$ cat src/rtl/irs_readout_pkg.sv
// ============================================================================
// Module      : irs_readout_pkg
// Description : Shared constants, word layouts and FSM encoding for the IRS
//               block readout sequencer.
// Options     : IRS_READOUT_CHECKSUM_EN adds the CKSUM state encoding.
// Revision    : 1.0 - initial release
// ============================================================================
`default_nettype none

package irs_readout_pkg;

  // Output stream word width
  localparam int WORD_W = 16;

  // Closing word of a block when no further blocks follow in the event
  localparam logic [WORD_W-1:0] TRAILER_WORD = 16'hE0F0;

  // Header word 0 layout: {trigger, zero pad, block}
  localparam int HDR_TRIG_W  = 4;
  localparam int HDR_PAD_W   = 3;
  localparam int HDR_BLOCK_W = 9;
  // Header word 1 layout: {1'b0, timestamp}
  localparam int HDR_TS_W    = 15;

  // Sample word layout: {channel, 1'b0, sample}
  localparam int SMP_CH_W    = 3;
  localparam int SMP_DATA_W  = 12;

  // Descriptor layout: block at the bottom, then timestamp, then trigger
  localparam int DESC_BLOCK_LSB = 0;

  function automatic int desc_ts_lsb(input int block_w);
    return DESC_BLOCK_LSB + block_w;
  endfunction

  function automatic int desc_trig_lsb(input int block_w, input int ts_w);
    return desc_ts_lsb(block_w) + ts_w;
  endfunction

  // Sequencer states
  typedef enum logic [3:0] {
    ST_IDLE  = 4'd0,
    ST_HDR0  = 4'd1,
    ST_HDR1  = 4'd2,
    ST_REQ   = 4'd3,
    ST_WAIT  = 4'd4,
    ST_PUSH  = 4'd5,
    ST_TRAIL = 4'd6,
    ST_DONE  = 4'd7
`ifdef IRS_READOUT_CHECKSUM_EN
    , ST_CKSUM = 4'd8
`endif
  } state_t;

endpackage

`default_nettype wire

$ cat src/rtl/irs_sample_fetch.sv
// ============================================================================
// Module      : irs_sample_fetch
// Description : Times the IRS read latency after a request and captures the
//               returned sample. valid is high in the cycle the sample is
//               on irs_data; sample holds the captured value afterwards.
// Revision    : 1.0 - initial release
// ============================================================================
`default_nettype none

module irs_sample_fetch #(
  parameter int SAMPLE_WIDTH = 12,
  parameter int IRS_LATENCY  = 2
) (
  input  logic                    clk,
  input  logic                    rst_n,
  input  logic                    start,
  input  logic [SAMPLE_WIDTH-1:0] irs_data,
  output logic [SAMPLE_WIDTH-1:0] sample,
  output logic                    valid
);

  localparam int CNT_W = $clog2(IRS_LATENCY + 1);
  localparam logic [CNT_W-1:0] LAT = CNT_W'(IRS_LATENCY);

  logic             active;
  logic [CNT_W-1:0] cnt;

  // cnt holds the number of cycles elapsed since the request cycle
  assign valid = active && (cnt == LAT);

  // Latency counter and capture register
  always_ff @(posedge clk or negedge rst_n) begin
    if (!rst_n) begin
      active <= 1'b0;
      cnt    <= '0;
      sample <= '0;
    end else if (start) begin
      active <= 1'b1;
      cnt    <= CNT_W'(1);
    end else if (valid) begin
      active <= 1'b0;
      cnt    <= '0;
      sample <= irs_data;
    end else if (active) begin
      cnt    <= cnt + CNT_W'(1);
    end
  end

endmodule

`default_nettype wire

$ cat src/rtl/irs_block_readout_sequencer.sv
// ============================================================================
// Module      : irs_block_readout_sequencer
// Description : Takes one queued block descriptor per read strobe, fetches
//               every sample of the block from the IRS and emits a framed
//               16-bit word stream (header, samples, optional trailer).
//               Pulses read_done_o once the block has been fully emitted.
// Options     : `define IRS_READOUT_CHECKSUM_EN to append an XOR checksum
//               word after the last sample.
// Revision    : 1.0 - initial release
// ============================================================================
`default_nettype none

module irs_block_readout_sequencer
  import irs_readout_pkg::*;
#(
  parameter int RB_WIDTH        = 35,
  parameter int BLOCK_WIDTH     = 9,
  parameter int TIMESTAMP_WIDTH = 15,
  parameter int TRIG_WIDTH      = 4,
  parameter int N_CHANNELS      = 8,
  parameter int N_SAMPLES       = 64,
  parameter int SAMPLE_WIDTH    = 12,
  parameter int IRS_LATENCY     = 2
) (
  input  logic                    clk,
  input  logic                    reset_n,
  input  logic [RB_WIDTH-1:0]     read_block_i,
  input  logic                    read_strobe_i,
  input  logic                    read_remaining_i,
  output logic                    read_done_o,
  output logic                    irs_rd_o,
  output logic [BLOCK_WIDTH+$clog2(N_CHANNELS)+$clog2(N_SAMPLES)-1:0] irs_addr_o,
  input  logic [SAMPLE_WIDTH-1:0] irs_data_i,
  output logic [WORD_W-1:0]       dat_o,
  output logic                    dat_valid_o,
  input  logic                    dat_ready_i,
  output logic                    busy_o
);

  localparam int CH_W      = $clog2(N_CHANNELS);
  localparam int SMP_W     = $clog2(N_SAMPLES);
  localparam int TS_LSB    = desc_ts_lsb(BLOCK_WIDTH);
  localparam int TRIG_LSB  = desc_trig_lsb(BLOCK_WIDTH, TIMESTAMP_WIDTH);
  localparam int DESC_USED = TRIG_LSB + TRIG_WIDTH;
  localparam logic [CH_W-1:0]  CH_LAST  = CH_W'(N_CHANNELS - 1);
  localparam logic [SMP_W-1:0] SMP_LAST = SMP_W'(N_SAMPLES - 1);

  logic [1:0] rst_sync;
  logic       rst_n;

  state_t state, state_nx;

  logic [BLOCK_WIDTH-1:0]     blk_q;
  logic [TIMESTAMP_WIDTH-1:0] ts_q;
  logic [TRIG_WIDTH-1:0]      trig_q;
  logic                       remaining_q;
  logic [CH_W-1:0]            ch_q;
  logic [SMP_W-1:0]           smp_q;

  logic                       fetch_start;
  logic                       fetch_valid;
  logic [SAMPLE_WIDTH-1:0]    fetch_sample;

  logic                       accept;
  logic                       last_sample;
  logic [WORD_W-1:0]          hdr0_word;
  logic [WORD_W-1:0]          hdr1_word;
  logic [WORD_W-1:0]          smp_word;
  state_t                     tail_state;

  // Descriptor bits above the trigger field carry nothing for this block
  generate
    if (RB_WIDTH > DESC_USED) begin : g_desc_spare
      logic unused_desc_bits;
      assign unused_desc_bits = ^read_block_i[RB_WIDTH-1:DESC_USED];
    end
  endgenerate

  // Reset asserts asynchronously and releases on a clock edge
  always_ff @(posedge clk or negedge reset_n) begin
    if (!reset_n) rst_sync <= 2'b00;
    else          rst_sync <= {rst_sync[0], 1'b1};
  end
  assign rst_n = rst_sync[1];

  assign accept      = dat_valid_o && dat_ready_i;
  assign last_sample = (ch_q == CH_LAST) && (smp_q == SMP_LAST);
  assign hdr0_word   = {HDR_TRIG_W'(trig_q), {HDR_PAD_W{1'b0}}, HDR_BLOCK_W'(blk_q)};
  assign hdr1_word   = {1'b0, HDR_TS_W'(ts_q)};
  assign smp_word    = {SMP_CH_W'(ch_q), 1'b0, SMP_DATA_W'(fetch_sample)};
  assign tail_state  = remaining_q ? ST_DONE : ST_TRAIL;

  irs_sample_fetch #(
    .SAMPLE_WIDTH (SAMPLE_WIDTH),
    .IRS_LATENCY  (IRS_LATENCY)
  ) u_fetch (
    .clk      (clk),
    .rst_n    (rst_n),
    .start    (fetch_start),
    .irs_data (irs_data_i),
    .sample   (fetch_sample),
    .valid    (fetch_valid)
  );

  // State register
  always_ff @(posedge clk or negedge rst_n) begin
    if (!rst_n) state <= ST_IDLE;
    else        state <= state_nx;
  end

  // Descriptor latch and channel-major sample counters
  always_ff @(posedge clk or negedge rst_n) begin
    if (!rst_n) begin
      blk_q       <= '0;
      ts_q        <= '0;
      trig_q      <= '0;
      remaining_q <= 1'b0;
      ch_q        <= '0;
      smp_q       <= '0;
    end else if (state == ST_IDLE && read_strobe_i) begin
      blk_q       <= read_block_i[DESC_BLOCK_LSB +: BLOCK_WIDTH];
      ts_q        <= read_block_i[TS_LSB +: TIMESTAMP_WIDTH];
      trig_q      <= read_block_i[TRIG_LSB +: TRIG_WIDTH];
      remaining_q <= read_remaining_i;
      ch_q        <= '0;
      smp_q       <= '0;
    end else if (state == ST_PUSH && accept) begin
      if (smp_q == SMP_LAST) begin
        smp_q <= '0;
        ch_q  <= ch_q + CH_W'(1);
      end else begin
        smp_q <= smp_q + SMP_W'(1);
      end
    end
  end

`ifdef IRS_READOUT_CHECKSUM_EN
  logic [WORD_W-1:0] cksum_q;

  // XOR of every accepted header and sample word of the current block
  always_ff @(posedge clk or negedge rst_n) begin
    if (!rst_n)                  cksum_q <= '0;
    else if (state == ST_IDLE)   cksum_q <= '0;
    else if (accept && (state == ST_HDR0 || state == ST_HDR1 || state == ST_PUSH))
                                 cksum_q <= cksum_q ^ dat_o;
  end
`endif

  // Next-state decode and output framing
  always_comb begin
    state_nx    = state;
    dat_o       = '0;
    dat_valid_o = 1'b0;
    irs_rd_o    = 1'b0;
    irs_addr_o  = '0;
    read_done_o = 1'b0;
    busy_o      = 1'b0;
    fetch_start = 1'b0;
    case (state)
      ST_IDLE: begin
        if (read_strobe_i) state_nx = ST_HDR0;
      end
      ST_HDR0: begin
        busy_o      = 1'b1;
        dat_valid_o = 1'b1;
        dat_o       = hdr0_word;
        if (dat_ready_i) state_nx = ST_HDR1;
      end
      ST_HDR1: begin
        busy_o      = 1'b1;
        dat_valid_o = 1'b1;
        dat_o       = hdr1_word;
        if (dat_ready_i) state_nx = ST_REQ;
      end
      ST_REQ: begin
        busy_o      = 1'b1;
        irs_rd_o    = 1'b1;
        irs_addr_o  = {blk_q, ch_q, smp_q};
        fetch_start = 1'b1;
        state_nx    = ST_WAIT;
      end
      ST_WAIT: begin
        busy_o = 1'b1;
        if (fetch_valid) state_nx = ST_PUSH;
      end
      ST_PUSH: begin
        busy_o      = 1'b1;
        dat_valid_o = 1'b1;
        dat_o       = smp_word;
        if (dat_ready_i) begin
`ifdef IRS_READOUT_CHECKSUM_EN
          state_nx = last_sample ? ST_CKSUM : ST_REQ;
`else
          state_nx = last_sample ? tail_state : ST_REQ;
`endif
        end
      end
`ifdef IRS_READOUT_CHECKSUM_EN
      ST_CKSUM: begin
        busy_o      = 1'b1;
        dat_valid_o = 1'b1;
        dat_o       = cksum_q;
        if (dat_ready_i) state_nx = tail_state;
      end
`endif
      ST_TRAIL: begin
        busy_o      = 1'b1;
        dat_valid_o = 1'b1;
        dat_o       = TRAILER_WORD;
        if (dat_ready_i) state_nx = ST_DONE;
      end
      ST_DONE: begin
        read_done_o = 1'b1;
        state_nx    = ST_IDLE;
      end
      default: state_nx = ST_IDLE;
    endcase
  end

endmodule

`default_nettype wire

$ cat config.mk
export PLATFORM = sky130hd
export DESIGN_NAME = irs_block_readout_sequencer
export DESIGN_NICKNAME = d
export VERILOG_FILES = /design/src/rtl/irs_readout_pkg.sv /design/src/rtl/irs_sample_fetch.sv /design/src/rtl/irs_block_readout_sequencer.sv
export SDC_FILE = /design/constraint.sdc
export NUM_CORES = 1
export LEC_CHECK = 0
export CAP_MARGIN = 20
export CORE_UTILIZATION = 40
export CTS_CLUSTER_DIAMETER = 150
export DETAILED_ROUTE_END_ITERATION = 7
export DONT_BUFFER_PORTS = 1
export GPL_TIMING_DRIVEN = 0
export MAX_ROUTING_LAYER = met4
export PLACE_DENSITY = 0.61
export SLEW_MARGIN = 30
export SYNTH_ARGS = -nofsm -noshare
export SYNTH_HDL_FRONTEND = slang
export SYNTH_SLANG_ARGS = --single-unit
export TNS_END_PERCENT = 10
$ cat constraint.sdc
create_clock -name clk -period 3.79 [get_ports clk]
set_clock_uncertainty 0.1 [all_clocks]
set_input_delay 0.379 -clock clk [delete_from_list [all_inputs] [get_ports clk]]
set_output_delay 0.379 -clock clk [all_outputs]
set_load 0.03 [all_outputs]
== Yosys cells after proc, flatten, opt, wreduce, memory -nomap -nowiden ==
Cells that the tools add are included.

* Bits in registers: 59
* Input bits: 52
* Output and inout bits: 38
* Logic and storage cells: 72

* $add $sub $neg: 3
* Equal/unequal tests: 16
* Multiplexer cells: 26
* Bitwise operators: 1
* Reductions and logical operators: 15

{| class="wikitable"
|+ Operators with widths
! cell !! number
|-
| case mux 16 bit (4 select lines) || 1
|-
| case mux 4 bit (7 select lines) || 1
|-
| 2-to-1 mux 4 bit || 6
|-
| 2-to-1 mux 18 bit || 1
|-
| 2-to-1 mux 6 bit || 3
|-
| == test 4 x 3 -> 1 bit (second input constant) || 4
|-
| 2-to-1 mux 3 bit || 4
|-
| inequality test 2 bit (second input constant) || 6
|-
| == test 4 x 2 -> 1 bit (second input constant) || 2
|-
| 2-to-1 mux 1 bit || 7
|-
| adder 6 x 1 -> 6 bit (second input constant) || 1
|-
| == test 6 bit (second input constant) || 1
|-
| 2-to-1 mux 2 bit || 3
|-
| AND reduction 6 bit || 1
|-
| nonzero test 2 bit || 3
|-
| OR reduction 6 bit || 1
|-
| logical AND 1 bit || 5
|-
| == test 4 x 1 -> 1 bit (second input constant) || 1
|-
| logical NOT 4 bit || 1
|-
| AND reduction 2 bit || 2
|-
| OR reduction 4 bit || 1
|-
| adder 3 x 1 -> 3 bit (second input constant) || 1
|-
| == test 3 bit (second input constant) || 1
|-
| nonzero test 3 bit || 1
|-
| other kinds (3) || 3
|}

== Longest topological paths before layout ==
Gate-level depths: netlist of the first run.

* Depth after elaboration: 7
* Mapped depth: 6
* Gate-level depth less buffers: 5

== Hierarchy ==
Synthesis of the first run repeated with hierarchy kept, for this count alone.

* Cell total of the unflattened synthesis: 302
* Area, all modules: 2984.1 sq um

{| class="wikitable"
|+ Modules (own cells, without submodules)
! module !! times used !! cells each !! area each (sq um) !! sequential area each (sq um)
|-
| irs_block_readout_sequencer || 1 || 264 || 2342.2 || 1076.0
|-
| irs_sample_fetch || 1 || 38 || 641.9 || 375.4
|}

== Worst setup path before layout of the first run ==
OpenSTA, ideal clock, no wires.

* Kind: reg-to-output
* From: register state[1]
* To: output port dat_o[2]
* Arrival: 1.644 ns
* Required time: 3.311 ns
* Setup slack: 1.667 ns
* Stages on the path, launching flop included: 5
* Buffers on the path: 2
* Path through: dfrtp_1 buf_2 nand2b_1 clkbuf_1 o21ai_0

* Longest elaborated chain between the ends: 2
* Elaborated cells between the ends (all ways): 5
* Those cells by class: 4 x eq/ne; 1 x mux

{| class="wikitable"
|+ Ends and longest elaborated chain
! element !! line !! RTL
|-
| start: declaration || irs_block_readout_sequencer.sv:51 || <nowiki>state_t state, state_nx;</nowiki>
|-
| start signal: assignment || irs_block_readout_sequencer.sv:108 || <nowiki>else state <= state_nx;</nowiki>
|-
| == test 4 x 3 -> 1 bit (tied with other cells) || irs_block_readout_sequencer.sv:159 || <nowiki>case (state)</nowiki>
|-
| case mux 16 bit (4 select lines) * || irs_block_readout_sequencer.sv:159 ||
|-
| end: declaration || irs_block_readout_sequencer.sv:34 || <nowiki>output logic [WORD_W-1:0] dat_o,</nowiki>
|}

Mark *: on every way between the ends. The rest lies on a longest branch, timed or not.

== Worst setup path after layout of the first run ==
* From: register state[1]
* To: output port irs_addr_o[14]

* Longest elaborated chain between the ends: 2

{| class="wikitable"
|+ Ends and longest elaborated chain
! element !! line !! RTL
|-
| == test 4 x 2 -> 1 bit || irs_block_readout_sequencer.sv:159 ||
|-
| 2-to-1 mux 18 bit || irs_block_readout_sequencer.sv:159 ||
|-
| end: declaration || irs_block_readout_sequencer.sv:32 || <nowiki>output logic [BLOCK_WIDTH+$clog2(N_CHANNELS)+$clog2(N_SAMPLES)-1:0] irs_addr_o,</nowiki>
|}

No other way between the ends.

==> run_results.csv, run 1 <==
group,metric,value,unit
status,status,"complete, no violations",
placement,detailed_place_hpwl,4775,microns
timing,timing.fmax,356.2,MHz
hold_path,hold_path_depth,1,
critical_path,arrival,2330,ps
critical_path,timing.critical_path.fanout_max,10,
clock_tree,path_clk_slew,60,ps
clock_tree,worst_skew_pair.late_latency,330,ps
floorplan,ioPinCount,90,
logic_synthesis,synthesis.nets,300,
timing,unrepaired_setup_endpoints_after_global_routing,"false",
clock_tree,numCtsBuffers,9,
timing,fin_tns_setup,0,ps
floorplan,floorplan.initialDensity,0.4165,
logic_synthesis,synthesis.area,2845,sq um
timing,final-max-slew-violation-count,0,
clock_tree,root_buffer,"sky130_fd_sc_hd__clkbuf_8",
timing,hold-worst-slack,71.80,ps
logic_synthesis,ys_types,40,
route,drt.antenna.violating_nets,0,
logic_synthesis,yosysWarnings,0,
clock_tree,clock_tree.buffer_depth,2,
clock_tree,clkSinkCount,58,
finish,area_growth_from_synthesis_to_layout,13.10,%
timing,fin_crit,2807,ps
global_route,first_global_vias,1966,
critical_path,criticalPathCategory,"flip-flop to output pin",
route,detail_route.iter0.violations,77,
route,via_count,1904,
clock_tree,postCtsHoldBufs,1,
logic_synthesis,syn-instance-count,245,
finish,mostFrequentLayoutCell,"sky130_fd_sc_hd__dfrtp_1",
clock_tree,tritoncts_clock_tree,"yes",
finish,stdcell_count,359,
route,route.detailed.wl_per_inst,18.35,microns
finish,drive_above_1_share,0.2738,
placement,placed_cells_incl_taps,342,
global_route,largest_net_degree_at_the_start_of_global_routing,33,
hold_path,hold_start,"irs_data_i[10]",
critical_path,cp-start-kind,"flip-flop",
timing,timing.final.crit_share,0.7408,
floorplan,std_cell_rows,30,
job,cap_violations,0,
route,vias_per_cell,5.304,
timing,max_slew.worst_pin.slew,973.1,ps
timing,final-hold-violation-count,0,
timing,worst_slew_margin_rel,0.3444,
floorplan,die_width,86.34,microns
clock_tree,cts.htree.levels,3,
placement,io_buffers,0,
hold_path,holdPathEnd,"u_fetch.sample[10]$_DFFE_PN0P_",
critical_path,cp.required,3310,ps
hold_path,min_delay_worst_type,"primary input to flip-flop",
floorplan,fp.dieArea,7455,sq um
logic_synthesis,dominantRegCellSynth,"sky130_fd_sc_hd__dfrtp_1",
finish,final_net_count,313,
global_route,globalRouteTotalUtil,0.1975,
global_route,grt_overflow,0,
critical_path,cp-end-kind,"output pin",
timing,setup-violations-final,0,
critical_path,worstReg2RegEnd,"ts_q[13]$_DFFE_PN0P_",
logic_synthesis,postSynthRegisterBits,58,
critical_path,timing.reg2reg.setup_slack,1830,ps
route,drt_first_pass_iters,4,
finish,num_antenna_cells,0,
global_route,initial_antenna_violation_count,0,
finish,mostFrequentLayoutCells,"sky130_fd_sc_hd__dfrtp_1, sky130_fd_sc_hd__mux2_2, sky130_fd_sc_hd__and2_1",
global_route,grt_first_pass_wirelength,10440,microns
critical_path,rr_worst_depth,4,
logic_synthesis,synth_async_sr_flop_share,1.000,
logic_synthesis,postSynthAreaPerCell,11.61,sq um
logic_synthesis,synthDominantAreaCellType,"sky130_fd_sc_hd__dfrtp_1",
clock_tree,post_cts_setup_buffers,0,
logic_synthesis,synth_edf_count,0,
route,drc,0,
floorplan,coreArea,6832,sq um
logic_synthesis,top_area_cells_in_the_synthesized_netlist,"sky130_fd_sc_hd__dfrtp_1, sky130_fd_sc_hd__mux2_2, sky130_fd_sc_hd__mux2i_1",
power_and_ir_drop,power_density,925.8,nW/um^2
route,routed_wl,6588,microns
logic_synthesis,netlist.area_leader.share,0.5101,
floorplan,die_height,86.34,microns
power_and_ir_drop,irDropWorstVdd,0.4311,mV
power_and_ir_drop,cellLeakagePower,1.407,nW
critical_path,crit-reg2reg-launch,"state[0]$_DFFE_PN0P_",
clock_tree,cts_resized,0,
power_and_ir_drop,power.total,2.979,mW
logic_synthesis,sequential_fraction_of_the_synthesis_area,0.5101,
placement,finalWeightedCongestion,0.8238,
layer usage:
metal | share of wire | routed length, microns | up-vias | track usage
li1 | - | - | 892 | -
met1 | 0.45 | 2937 | 946 | 0.2514
met2 | 0.48 | 3133 | 59 | 0.2922
met3 | 0.065 | 425 | 7 | 0.05905
met4 | 0.014 | 92 | 0 | 0.08636
met5 | 0 | 0 | - | -
registers in the layout, summed over array words and instances (netlist names):
register        cells
state               3
remaining_q         1
trig_q              4
blk_q               9
ch_q                3
u_fetch.sample     12
ts_q               15
rst_sync            2
u_fetch.active      1
u_fetch.cnt         2
smp_q               6
cell usage after synthesis, types with 4 or more instances:
cell type and n:
sky130_fd_sc_hd__a21o_1 4, sky130_fd_sc_hd__and2_1 18, sky130_fd_sc_hd__buf_2 4, sky130_fd_sc_hd__clkbuf_1 5
sky130_fd_sc_hd__dfrtp_1 58, sky130_fd_sc_hd__inv_1 5, sky130_fd_sc_hd__mux2_2 41, sky130_fd_sc_hd__mux2i_1 12
sky130_fd_sc_hd__nand2_1 14, sky130_fd_sc_hd__nand2b_1 4, sky130_fd_sc_hd__nor2_1 14, sky130_fd_sc_hd__nor2b_1 4
sky130_fd_sc_hd__nor3_1 4, sky130_fd_sc_hd__o21ai_0 10, sky130_fd_sc_hd__o22ai_1 8
cell families after synthesis:
family,count (synthesis),synth area share
compound gates,38,0.08927
buf+inv,18,0.03210
other cells,1,0.001318
simple gates,72,0.1425
mux,54,0.2084
xor+xnor,1,0.003079
flops,58,0.5101
fa+ha+maj,3,0.01319
critical path: stages (launching register included):
cell                       delay, ps
sky130_fd_sc_hd__dfrtp_1         380
sky130_fd_sc_hd__buf_2           210
sky130_fd_sc_hd__nand2_1         110
sky130_fd_sc_hd__nor2_2          220
sky130_fd_sc_hd__clkbuf_1        630
sky130_fd_sc_hd__and2_1          430
power by group:
part	total, mW	leakage (nW)	switching [mW]	internal, mW
Combinational	1.28	0.602	0.804	0.473
Clock	0.631	0.109	0.246	0.386
Sequential	1.07	0.695	0.175	0.896
Total	2.98	1.41	1.23	1.75
metrics by stage:
step | instance area, sq um | setup slack, ps | utilization
3_3_place_gp | 2965 | 1197 | 0.4341
2_1_floorplan | 2845 | 1667 | -
5_1_grt | 3218 | 792.7 | 0.4711
4_1_cts | 3218 | 890.7 | 0.4711
3_5_place_dp | 2989 | 1268 | 0.4375
6_report | 3218 | 982.6 | 0.4711
how the worst max path moves through the flow:
| stage | end | slack (ps) | from | cells after the start |
|---|---|---|---|---|
| after floorplan | dat_o[2] | 1670 | state[1]$_DFFE_PN0P_ | 4 |
| after global placement | blk_q[3]$_DFFE_PN0P_ | 1200 | rst_sync[1]$_DFF_PN0_ | 0 |
| after detailed placement | irs_addr_o[14] | 1270 | state[1]$_DFFE_PN0P_ | 5 |
| after CTS | irs_addr_o[14] | 890 | state[1]$_DFFE_PN0P_ | 5 |
| after global routing | irs_addr_o[14] | 790 | state[1]$_DFFE_PN0P_ | 5 |
| final | irs_addr_o[14] | 980 | state[1]$_DFFE_PN0P_ | 5 |
area by class of cell:
class | count | area [sq um]
multi-input combinational | 169 | 1303
timing repair buffer | 2 | 30.03
inverter | 5 | 18.77
fill | 672 | 3613
buffer | 13 | 72.57
clock buffer | 11 | 141.4
sequential | 58 | 1455
clock inverter | 5 | 77.57
tap | 96 | 120.1
(Power assumes the default switching activity.)
==> inputs of run 2 (changes only) <==
==> constraint.sdc (replaced) <==
create_clock -name clk -period 2.65 [get_ports clk]
set_clock_uncertainty 0.1 [all_clocks]
set_input_delay 0.265 -clock clk [delete_from_list [all_inputs] [get_ports clk]]
set_output_delay 0.265 -clock clk [all_outputs]
set_load 0.03 [all_outputs]
==> run_results.csv, run 2 (synthesized netlist as in run 1, its figures left out) <==
group,metric,value,unit
clock_tree,numCtsBuffers,9,
global_route,grt_overflow,0,
global_route,largest_net_degree_at_the_start_of_global_routing,33,
floorplan,std_cell_rows,30,
route,drc,0,
critical_path,criticalPathCategory,"flip-flop to output pin",
critical_path,cp-start-kind,"flip-flop",
clock_tree,clock_tree.buffer_depth,2,
timing,max_slew.worst_pin.slew,1019,ps
critical_path,critPathSlowestCell,"sky130_fd_sc_hd__o22ai_1",
clock_tree,clkSinkCount,58,
placement,detailed_place_hpwl,4775,microns
placement,placement.setup.worst_slack,242.3,ps
route,drt.antenna.violating_nets,0,
power_and_ir_drop,power_density,1200,nW/um^2
timing,final-hold-violation-count,0,
critical_path,rr_worst_depth,4,
job,cap_violations,0,
power_and_ir_drop,cellLeakagePower,1.595,nW
power_and_ir_drop,irDropWorstVdd,0.6256,mV
clock_tree,path_clk_slew,70,ps
timing,worst_slew_margin_rel,0.3134,
finish,stdcell_count,400,
global_route,globalRouteTotalUtil,0.2120,
critical_path,timing.reg2reg.setup_slack,680,ps
clock_tree,worst_skew_pair.late_latency,330,ps
critical_path,path_depth,4,
clock_tree,tritoncts_clock_tree,"yes",
finish,largest_register,"ts_q",
finish,mostFrequentLayoutCells,"sky130_fd_sc_hd__dfrtp_1, sky130_fd_sc_hd__dlygate4sd3_1, sky130_fd_sc_hd__mux2_2",
critical_path,cp-endpoint,"dat_o[15]",
clock_tree,root_buffer,"sky130_fd_sc_hd__clkbuf_8",
hold_path,hold_start,"dat_ready_i",
critical_path,cp.required,2290,ps
timing,timing.final.crit_share,0.9703,
route,drt_first_pass_iters,4,
floorplan,fp.dieArea,7455,sq um
clock_tree,post_cts_setup_buffers,0,
finish,num_antenna_cells,0,
timing,fin_crit,2571,ps
hold_path,min_delay_worst_type,"primary input to flip-flop",
critical_path,path_delay_family,"buffers and inverters",
critical_path,critical_path.cell_chain,"buf_2 > buf_2 > mux2i_1 > o22ai_1",
route,route.detailed.wl_per_inst,17.70,microns
critical_path,worst_path_most_repeated_cell,"sky130_fd_sc_hd__buf_2",
floorplan,coreArea,6832,sq um
route,detail_route.iter0.violations,113,
finish,largest_register_ffs,15,
global_route,initial_antenna_violation_count,0,
floorplan,die_height,86.34,microns
critical_path,cp-end-kind,"output pin",
finish,drive_above_1_share,0.2632,
finish,final_net_count,354,
critical_path,worst_setup_path_startpoint,"state[2]$_DFFE_PN0P_",
critical_path,arrival,2210,ps
finish,area_growth_from_synthesis_to_layout,28.98,%
critical_path,timing.critical_path.fanout_max,10,
critical_path,cp_num_buf_inv,2,
timing,final-max-slew-violation-count,0,
finish,largest_registers,"ts_q (15), u_fetch.sample (12), blk_q (9)",
floorplan,die_width,86.34,microns
timing,final.setup.worst_slack,78.62,ps
placement,placed_cells_incl_taps,342,
placement,io_buffers,0,
critical_path,worstReg2RegEnd,"ts_q[13]$_DFFE_PN0P_",
clock_tree,cts.htree.levels,3,
finish,post-route-cell-area,3670,sq um
global_route,first_global_vias,2194,
timing,setup-violations-final,0,
placement,finalWeightedCongestion,0.8238,
timing,hold-worst-slack,48.47,ps
floorplan,floorplan.initialDensity,0.4165,
floorplan,ioPinCount,90,
route,vias_per_cell,5.218,
timing,unrepaired_setup_endpoints_after_global_routing,"false",
placement,detailed_place.area,2989,sq um
global_route,grt_first_pass_wirelength,11320,microns
timing,timing.fmax,388.9,MHz
critical_path,crit-reg2reg-launch,"state[0]$_DFFE_PN0P_",
route,via_count,2087,
status,status,"complete, no violations",
route,routed_wl,7078,microns
finish,mostFrequentLayoutCell,"sky130_fd_sc_hd__dfrtp_1",
critical_path,crit_path_max_incr_delay,590,ps
[run 2: changes by cell type in the layout (fill, tap and decap cells not counted), sizes merged]
cell,change
dlygate4sd3,+41
[run 2: worst min path at each step]
stage	end	slack (ps)	depth (start not counted)
global placement	rst_sync[0]$_DFF_PN0_	-130	0
CTS	state[1]$_DFFE_PN0P_	20	2
floorplan	rst_sync[0]$_DFF_PN0_	-130	0
detailed placement	rst_sync[0]$_DFF_PN0_	-130	0
finish	state[1]$_DFFE_PN0P_	50	2
global route	rst_sync[1]$_DFF_PN0_	50	1
[run 2: area by class of cell]
class	instances	area [sq um]
fillers	634	3162
flip-flops and latches	58	1455
multi-input cells	169	1343
repair buffers	43	440.4
clock buffers	11	141.4
well taps	96	120.1
clock inverters	5	77.57
plain buffers	13	73.82
inverters	5	18.77
[run 2: metrics by stage]
stage | utilization | TNS [ps] | power (mW)
after floorplan | - | 0 | 3.028
after global placement | 0.4341 | 0 | 3.340
after detailed placement | 0.4375 | 0 | 3.391
after CTS | 0.5313 | -1.279 | 4.353
after global routing | 0.5372 | 0 | 4.669
final | 0.5372 | 0 | 4.403
[run 2: what timing repair did]
| action | 4_1_cts | 5_1_grt |
|---|---|---|
| hold buffers | 42 | 0 |
| resized for setup | 1 | 8 |
| endpoints found under the hold margin | 43 | 0 |
| endpoints found under the setup margin | 7 | 8 |
[run 2: metal layers]
layer | up-vias | global-route usage | wire length, microns
li1 | 983 | - | -
met1 | 1032 | 0.2636 | 3150
met2 | 62 | 0.3297 | 3461
met3 | 10 | 0.05143 | 354
met4 | 0 | 0.09394 | 111
met5 | - | - | 0
[run 2: report_power, final]
group	switching (mW)	total [mW]	internal [mW]
Clock	0.353	0.905	0.552
Sequential	0.260	1.54	1.28
Combinational	1.21	1.96	0.751
Total	1.82	4.40	2.58
